===== src/rtl/cpu_pkg.sv =====
// Shared definitions for the cpu sequencer: opcodes, FSM states and
// instruction field positions.
package cpu_pkg;

  localparam logic [3:0] OP_NOP  = 4'h0;
  localparam logic [3:0] OP_ADD  = 4'h1;
  localparam logic [3:0] OP_SUB  = 4'h2;
  localparam logic [3:0] OP_AND  = 4'h3;
  localparam logic [3:0] OP_OR   = 4'h4;
  localparam logic [3:0] OP_XOR  = 4'h5;
  localparam logic [3:0] OP_SHL  = 4'h6;
  localparam logic [3:0] OP_SHR  = 4'h7;
  localparam logic [3:0] OP_LDI  = 4'h8;
  localparam logic [3:0] OP_MOV  = 4'h9;
  localparam logic [3:0] OP_BEQZ = 4'hA;
  localparam logic [3:0] OP_JMP  = 4'hB;
  localparam logic [3:0] OP_HLT  = 4'hF;

  localparam int OP_HI  = 15;
  localparam int OP_LO  = 12;
  localparam int RD_HI  = 11;
  localparam int RD_LO  = 8;
  localparam int RS1_HI = 7;
  localparam int RS1_LO = 4;
  localparam int RS2_HI = 3;
  localparam int RS2_LO = 0;
  localparam int IMM_HI = 7;
  localparam int IMM_LO = 0;

  typedef enum logic [2:0] {
    ST_FETCH,
    ST_DECODE,
    ST_EXEC,
    ST_WB,
    ST_HALT
  } state_t;

  // ADD through MOV all end with a register file write.
  function automatic logic op_writes(input logic [3:0] op);
    return (op >= OP_ADD) && (op <= OP_MOV);
  endfunction

endpackage


===== src/rtl/cpu_alu.sv =====
// Combinational execute unit: result for every register-writing opcode.
module cpu_alu
  import cpu_pkg::*;
(
  input  logic [3:0]  op,
  input  logic [15:0] a,
  input  logic [15:0] b,
  input  logic [7:0]  imm8,
  output logic [15:0] result
);

  always_comb begin
    result = '0;
    case (op)
      OP_ADD:  result = a + b;
      OP_SUB:  result = a - b;
      OP_AND:  result = a & b;
      OP_OR:   result = a | b;
      OP_XOR:  result = a ^ b;
      OP_SHL:  result = a << b[3:0];
      OP_SHR:  result = a >> b[3:0];
      OP_LDI:  result = {8'h00, imm8};
      OP_MOV:  result = a;
      default: result = '0;
    endcase
  end

endmodule


===== src/rtl/cpu_sequencer.sv =====
// Multi-cycle fetch/decode/execute/write-back controller in front of the
// 16x16 register file; owns the PC, instruction register and halt state.
//
// state     | meaning
// FETCH     | request instruction at PC, wait for imem_valid
// DECODE    | read addresses presented to the register file
// EXEC      | operands valid, compute result, resolve branches
// WB        | single-cycle register file write
// HALT      | terminal after HLT, left only by reset
module cpu_sequencer
  import cpu_pkg::*;
#(
  parameter int PC_W = 8
) (
  input  logic            clk,
  input  logic            reset_n,
  output logic            imem_req,
  output logic [PC_W-1:0] imem_addr,
  input  logic [15:0]     imem_data,
  input  logic            imem_valid,
  output logic [3:0]      rf_addr_read1,
  output logic [3:0]      rf_addr_read2,
  input  logic [15:0]     rf_rdata1,
  input  logic [15:0]     rf_rdata2,
  output logic            rf_we,
  output logic [3:0]      rf_addr_write,
  output logic [15:0]     rf_wdata,
  output logic            retired,
  output logic            halted
);

  state_t          state, state_next;
  logic [PC_W-1:0] pc;
  logic [15:0]     ir;
  logic [15:0]     alu_result;
  logic [3:0]      op;
  logic [3:0]      rd;
  logic [7:0]      imm8;
  logic            branch_taken;

  assign op   = ir[OP_HI:OP_LO];
  assign rd   = ir[RD_HI:RD_LO];
  assign imm8 = ir[IMM_HI:IMM_LO];

  // BEQZ tests R[rd], so port 1 is steered to the rd field for it.
  assign rf_addr_read1 = (op == OP_BEQZ) ? rd : ir[RS1_HI:RS1_LO];
  assign rf_addr_read2 = ir[RS2_HI:RS2_LO];
  assign imem_addr     = pc;

  assign branch_taken = (op == OP_JMP) || ((op == OP_BEQZ) && (rf_rdata1 == 16'd0));

  cpu_alu u_alu (
    .op     (op),
    .a      (rf_rdata1),
    .b      (rf_rdata2),
    .imm8   (imm8),
    .result (alu_result)
  );

  always_ff @(posedge clk or negedge reset_n) begin
    if (!reset_n) state <= ST_FETCH;
    else          state <= state_next;
  end

  always_comb begin
    state_next = state;
    imem_req   = 1'b0;
    case (state)
      ST_FETCH: begin
        imem_req = 1'b1;
        if (imem_valid) state_next = ST_DECODE;
      end
      ST_DECODE: state_next = ST_EXEC;
      ST_EXEC: begin
        if (op == OP_HLT)        state_next = ST_HALT;
        else if (op_writes(op))  state_next = ST_WB;
        else                     state_next = ST_FETCH;
      end
      ST_WB:   state_next = ST_FETCH;
      ST_HALT: state_next = ST_HALT;
      default: state_next = ST_FETCH;
    endcase
  end

  always_ff @(posedge clk or negedge reset_n) begin
    if (!reset_n) begin
      pc            <= '0;
      ir            <= '0;
      rf_we         <= 1'b0;
      rf_addr_write <= '0;
      rf_wdata      <= '0;
      retired       <= 1'b0;
      halted        <= 1'b0;
    end else begin
      rf_we   <= 1'b0;
      retired <= 1'b0;
      case (state)
        ST_FETCH: begin
          if (imem_valid) begin
            ir <= imem_data;
            pc <= pc + PC_W'(1);
          end
        end
        ST_EXEC: begin
          if (branch_taken) pc <= PC_W'(imm8);
          if (op == OP_HLT) begin
            halted <= 1'b1;
          end else if (op_writes(op)) begin
            rf_we         <= 1'b1;
            rf_addr_write <= rd;
            rf_wdata      <= alu_result;
          end else begin
            retired <= 1'b1;
          end
        end
        ST_WB:   retired <= 1'b1;
        default: ;
      endcase
    end
  end

endmodule


===== config.mk =====
export PLATFORM = sky130hd
export DESIGN_NAME = cpu_sequencer
export DESIGN_NICKNAME = d
export VERILOG_FILES = /design/src/rtl/cpu_pkg.sv /design/src/rtl/cpu_alu.sv /design/src/rtl/cpu_sequencer.sv
export SDC_FILE = /design/constraint.sdc
export NUM_CORES = 1
export LEC_CHECK = 0
export BUFFER_PORTS_ARGS = -buffer_cell sky130_fd_sc_hd__buf_2
export CAP_MARGIN = 20
export CORE_MARGIN = 2
export CORE_UTILIZATION = 59
export CTS_BUF_LIST = sky130_fd_sc_hd__clkbuf_16
export CTS_CLUSTER_SIZE = 10
export DETAILED_ROUTE_END_ITERATION = 8
export PLACE_DENSITY = 0.83
export REMOVE_ABC_BUFFERS = 1
export SLEW_MARGIN = 20
export SYNTH_ARGS = -nofsm -noshare
export SYNTH_HDL_FRONTEND = slang
export SYNTH_SLANG_ARGS = --single-unit
export TNS_END_PERCENT = 50

===== constraint.sdc =====
create_clock -name clk -period 3.7 [get_ports clk]
set_input_delay 0 -clock clk [delete_from_list [all_inputs] [get_ports clk]]
set_output_delay 0 -clock clk [all_outputs]
set_load 0.005 [all_outputs]

* Yosys cells after proc, flatten, opt, wreduce, memory -nomap -nowiden
Index checks and enable logic that the tools add are counted.
** Operators by class
- $lt $le $gt $ge :: 2
- Eq/ne operators :: 18
- Shift operators :: 2
- Mux-type cells :: 16
- Bitwise gates (word level) :: 4
- Reduce and logical (&&, ||, !) cells :: 10
- Add/subtract/negate cells :: 3
** Operator list (count)
- $pmux 16 s9 :: 1
- $eq 4x4->1 const B :: 5
- $add 16x16->16 :: 1
- $and 16x16->16 :: 1
- $eq 4x3->1 const B :: 4
- $logic_not 16->1 :: 1
- $mux 8 :: 2
- $or 16x16->16 :: 1
- $pmux 8 s2 :: 1
- $shl 16x4->16 :: 1
- $shr 16x4->16 :: 1
- $sub 16x16->16 :: 1
- $xor 16x16->16 :: 1
- $pmux 3 s4 :: 1
- $add 8x1->8 const B :: 1
- $eq 4x2->1 const B :: 2
- $eq 3x2->1 const B :: 2
- $mux 1 :: 6
- $mux 3 :: 2
- $reduce_and 3->1 :: 2
- $eq 4x1->1 const B :: 1
- $ge 4x1->1 const B :: 1
- $le 4x4->1 const B :: 1
- $mux 4 :: 1
- other kinds (11) :: 14
** Word-level totals
- Register bits :: 50
- Output and inout bits :: 40
- Word-level logic and storage cells :: 63
- Input port bits :: 51

* Longest topological paths before layout
- Word-level depth :: 5
- Gate-level depth with buffers :: 16
- Gate-level depth less buffers :: 14

* Hierarchy
A second synthesis with hierarchy kept.
** Unflattened totals
- Cells, all modules :: 650
- Area, all modules :: 5818.1 um^2
** By module, submodules not included
- cpu_alu :: seq. area each 0.0 um^2, times used 1, area each 3473.3 um^2, cells an instance 472
- cpu_sequencer :: seq. area each 1251.2 um^2, times used 1, area each 2344.7 um^2, cells an instance 178

* Worst setup path before layout
No wires, ideal clock.
- Path kind :: reg2reg
- Start :: reg ir[12]
- End :: reg rf_wdata[13]
- Slack :: 0.749 ns
- Clock period less this slack :: 2.951 ns
- Arrival :: 2.816 ns
- Required time :: 3.565 ns
- Path buffers :: 3
- Library setup time :: 0.135 ns
- Stages on the path, launching flop included :: 16
- Path through :: dfrtp_1 -> buf_4 -> nand2b_1 -> buf_2 -> nor3_1 -> buf_2 -> nor2_1 -> xnor2_1 -> ha_1 -> o211ai_1 -> a21oi_1 -> o211ai_1 -> a211oi_2 -> o31ai_1 -> xor2_1 -> o22ai_1
** On the way
- Longest elaborated chain between the ends :: 3
- Elaborated cells on any way between the ends :: 16
- Classes of those cells :: 2 x order compare; 10 x eq/ne; 1 x mux; 1 x bitwise; 2 x reduce/logical
** RTL lines
- start: declaration :: RTL line cpu_sequencer.sv:34 : logic [15:0] ir;
- start signal: assignment :: RTL line cpu_sequencer.sv:100 : ir <= imem_data;
- $ge 4x1->1, or another cell as far along :: RTL line cpu_pkg.sv:40 : return (op >= OP_ADD) && (op <= OP_MOV);
- $logic_and 1x1->1 / $not 1->1 (equally long branches)
- $reduce_and 3->1 (no line)
- end signal: assignment :: RTL line cpu_sequencer.sv:111 : rf_wdata <= alu_result;
- end: declaration :: RTL line cpu_sequencer.sv:27 : output logic [15:0] rf_wdata,
Parallel ways exist; a longest one is shown, timed or not.
A chain may end at the register's enable or synchronous reset.

* Worst setup path after layout
- Start :: reg ir[14]
- End :: reg rf_wdata[13]
Same word-level chain as after synthesis.

==> flow_metrics.env <==
export IMPL_reg2reg_from="ir[14]"
export IMPL_rrSetupSlack_ps=390
export IMPL_yosys_area_top_type="dfrtp_1"
export IMPL_worstMarginPinSlew_ps=1135
export IMPL_wl_per_cell_microns=23.30
export IMPL_ant_nets=0
export IMPL_synthCells=715
export IMPL_syn_to_final_growth_pct=13.43
export IMPL_drc=0
export IMPL_leakage_uw=0.002869
export IMPL_cts_sinks=50
export IMPL_antenna_found_initial=0
export IMPL_dr_pass1_iters=6
export IMPL_clk_pin_slew_worst_paths_ps=80
export IMPL_fin_tns_setup_ps=0
export IMPL_cts_buffers_inserted=5
export IMPL_crit_type="flop to flop"
export IMPL_dp_hpwl_microns=16310
export IMPL_hold_path_depth=3
export IMPL_r2r_end="rf_wdata[13]"
export IMPL_insertion_delay_ps=300
export IMPL_cts_buffer_depth=2
export IMPL_vias=6233
export IMPL_worst_hold_path_endpoint="state[0]"
export IMPL_netlist_area_sq_mm=0.005749
export IMPL_powerDensity_mw_per_mm2=677.4
export IMPL_cp_max_fo=20
export IMPL_ys_ff_latch=50
export IMPL_fill_cells=836
export IMPL_multiInputGateArea_sq_mm=0.004071
export IMPL_relSlewSlack_pct=24.15
export IMPL_die_area_sq_mm=0.01055
export IMPL_die_y_microns=102.7
export IMPL_slew_violations=0
export IMPL_rsz0062_at_grt="no"
export IMPL_start_util_pct=59.92
export IMPL_synthArstFlopShare_pct=100.0
export IMPL_hp_class="input pin to flop"
export IMPL_finalClockSkew_ps=17.32
export IMPL_min_period_over_period_pct=89.36
export IMPL_port_buffers=90
export IMPL_fmax_mhz=302.5
export IMPL_ys_warnings_count=0
export IMPL_rr_worst_depth=12
export IMPL_final_cells=931
export IMPL_critPathArrivalTime_ps=3530
export IMPL_synthFlopType="dfrtp_1"
export IMPL_gp_congestion=1.085
export IMPL_rows=36
export IMPL_drive_gt1_share_pct=20.30
export IMPL_cts_tree="built"
export IMPL_setup_viol=0
export IMPL_grt_pass1_vias=5924
export IMPL_fin_ws_ps=393.7
export IMPL_grt_overflow_total=0
export IMPL_drt_iter0_markers=520
export IMPL_status="finished, final reports clean"
export IMPL_dp_cells=906
export IMPL_routed_wl_microns=21690
export IMPL_synth_area_per_cell_sq_um=8.041
export IMPL_layout_commonest_cell="buf_2"
export IMPL_vdd_drop_max_uv=332.4
export IMPL_coreArea_sq_mm=0.009594
export IMPL_antennaDiodeCount=0
export IMPL_final_cell_mix="buf_2 (89), nor2_1 (80), nand2_1 (55), a21oi_1 (52)"
export IMPL_cts_max_level=2
export IMPL_required_ps=3920
export IMPL_min_period_ps=3306
export IMPL_ioPinCount=91
export IMPL_final_net_count=899
export IMPL_synth_cell_type_count=75
export IMPL_hold_violations=0
export IMPL_place_ws_ps=489.4
export IMPL_regArea_sq_mm=0.001251
export IMPL_cts_root_buf="clkbuf_16"
export IMPL_vias_per_cell=6.695
export IMPL_grt_max_degree=51
export IMPL_maxCapViolCount=0
export IMPL_ys_seq_area_share_pct=21.76
export IMPL_startpoint_type="flop"
export IMPL_end_kind="flop"
export IMPL_grt_use_total_pct=41.72
export IMPL_grt_pass1_wl_microns=32950
export IMPL_die_w_microns=102.7
export IMPL_synth_edf_count=0
export IMPL_synth_top_cell_area_share_pct=21.76
export IMPL_synthTopCellsByArea="dfrtp_1 (22%), ha_1 (11%), nor2_1 (5.2%)"
export IMPL_hp_start="imem_valid"
[timing repair]
action / CTS / global route
endpoints found under the hold margin: 66 / 0
setup buffers: 0 / 0
endpoints found under the setup margin: 0 / 0
hold buffers: 17 / 0
resized for setup: 0 / 0
[metal layers]
| layer | global-route usage [%] | up-vias | share of wire [%] |
|---|---|---|---|
| li1 | - | 2776 | - |
| met1 | 52.76 | 2920 | 38 |
| met2 | 67.17 | 445 | 45 |
| met3 | 9.559 | 92 | 12 |
| met4 | 20.51 | 0 | 5.2 |
| met5 | 0 | - | 0 |
[worst max path at each step]
stage / from / to
floorplan: ir[12] / rf_wdata[13]
global placement: ir[14] / rf_wdata[13]
detailed placement: ir[14] / rf_wdata[13]
CTS: ir[14] / rf_wdata[13]
global route: ir[14] / rf_wdata[13]
finish: ir[14] / rf_wdata[13]
[flip-flops by register name, indices dropped and copies added (netlist names)]
name and count:
rf_we 1, state 3, imem_addr 8, ir 16, halted 1, rf_addr_write 4
retired 1, rf_wdata 16
[Yosys cell counts (9+ instances only)]
cell type	n
nor2_1	80
nand2_1	55
a21oi_1	52
dfrtp_1	50
ha_1	50
o21ai_0	40
inv_1	32
nor3_1	29
buf_2	26
nand2b_1	21
mux2_2	20
xnor2_1	20
mux2i_1	19
a22oi_1	14
a31oi_1	14
o21ai_1	14
mux4_2	9
nand3_1	9
[stage by stage]
step                      hold WS, ps  total power [uW]  area (sq um)  util, %
after global routing            67.21              4709          6521    67.97
final                           41.24              4418          6521    67.97
after floorplan                -295.6              2742          5458        -
after CTS                       41.35              4318          6521    67.97
after global placement          230.4              3745          6202    64.65
after detailed placement        78.10              3822          6205    64.67
[power by group]
part / internal, uW / switching [uW]
Combinational: 1140 / 1680
Clock: 252 / 234
Sequential: 822 / 294
Total: 2210 / 2200
[final cells by class]
type,instances,share of cell area [%]
clock inverter,3,0.3262
multi-input combinational,580,62.43
tap,133,2.552
clock buffer,5,1.919
inverter,36,2.072
timing repair buffer,124,11.51
sequential,50,19.19
[logic make-up (layout without fill, tap and decap cells)]
family                     after synthesis  count (layout)  share of synthesized area [%]
and+or+nand+nor                        234             234                          18.96
AOI/OAI and AO/OA                      217             217                          24.85
buffers and inverters                   85             168                          7.421
adders and majority gates               51              51                          11.23
muxes                                   51              51                          11.66
DFF                                     50              50                          21.76
xor gates and xnor gates                27              27                          4.113
[worst max-delay path: stages, from the launching register on]
cell,delay (ps)
dfrtp_1,590
nor2_1,350
nand2_1,240
o21ai_0,370
inv_1,80
ha_1,280
nand2b_1,80
a21oi_1,220
o211ai_1,180
a211oi_2,350
o31ai_1,150
xor2_1,160
o22ai_1,180
Power figures use the tool's default switching activity.
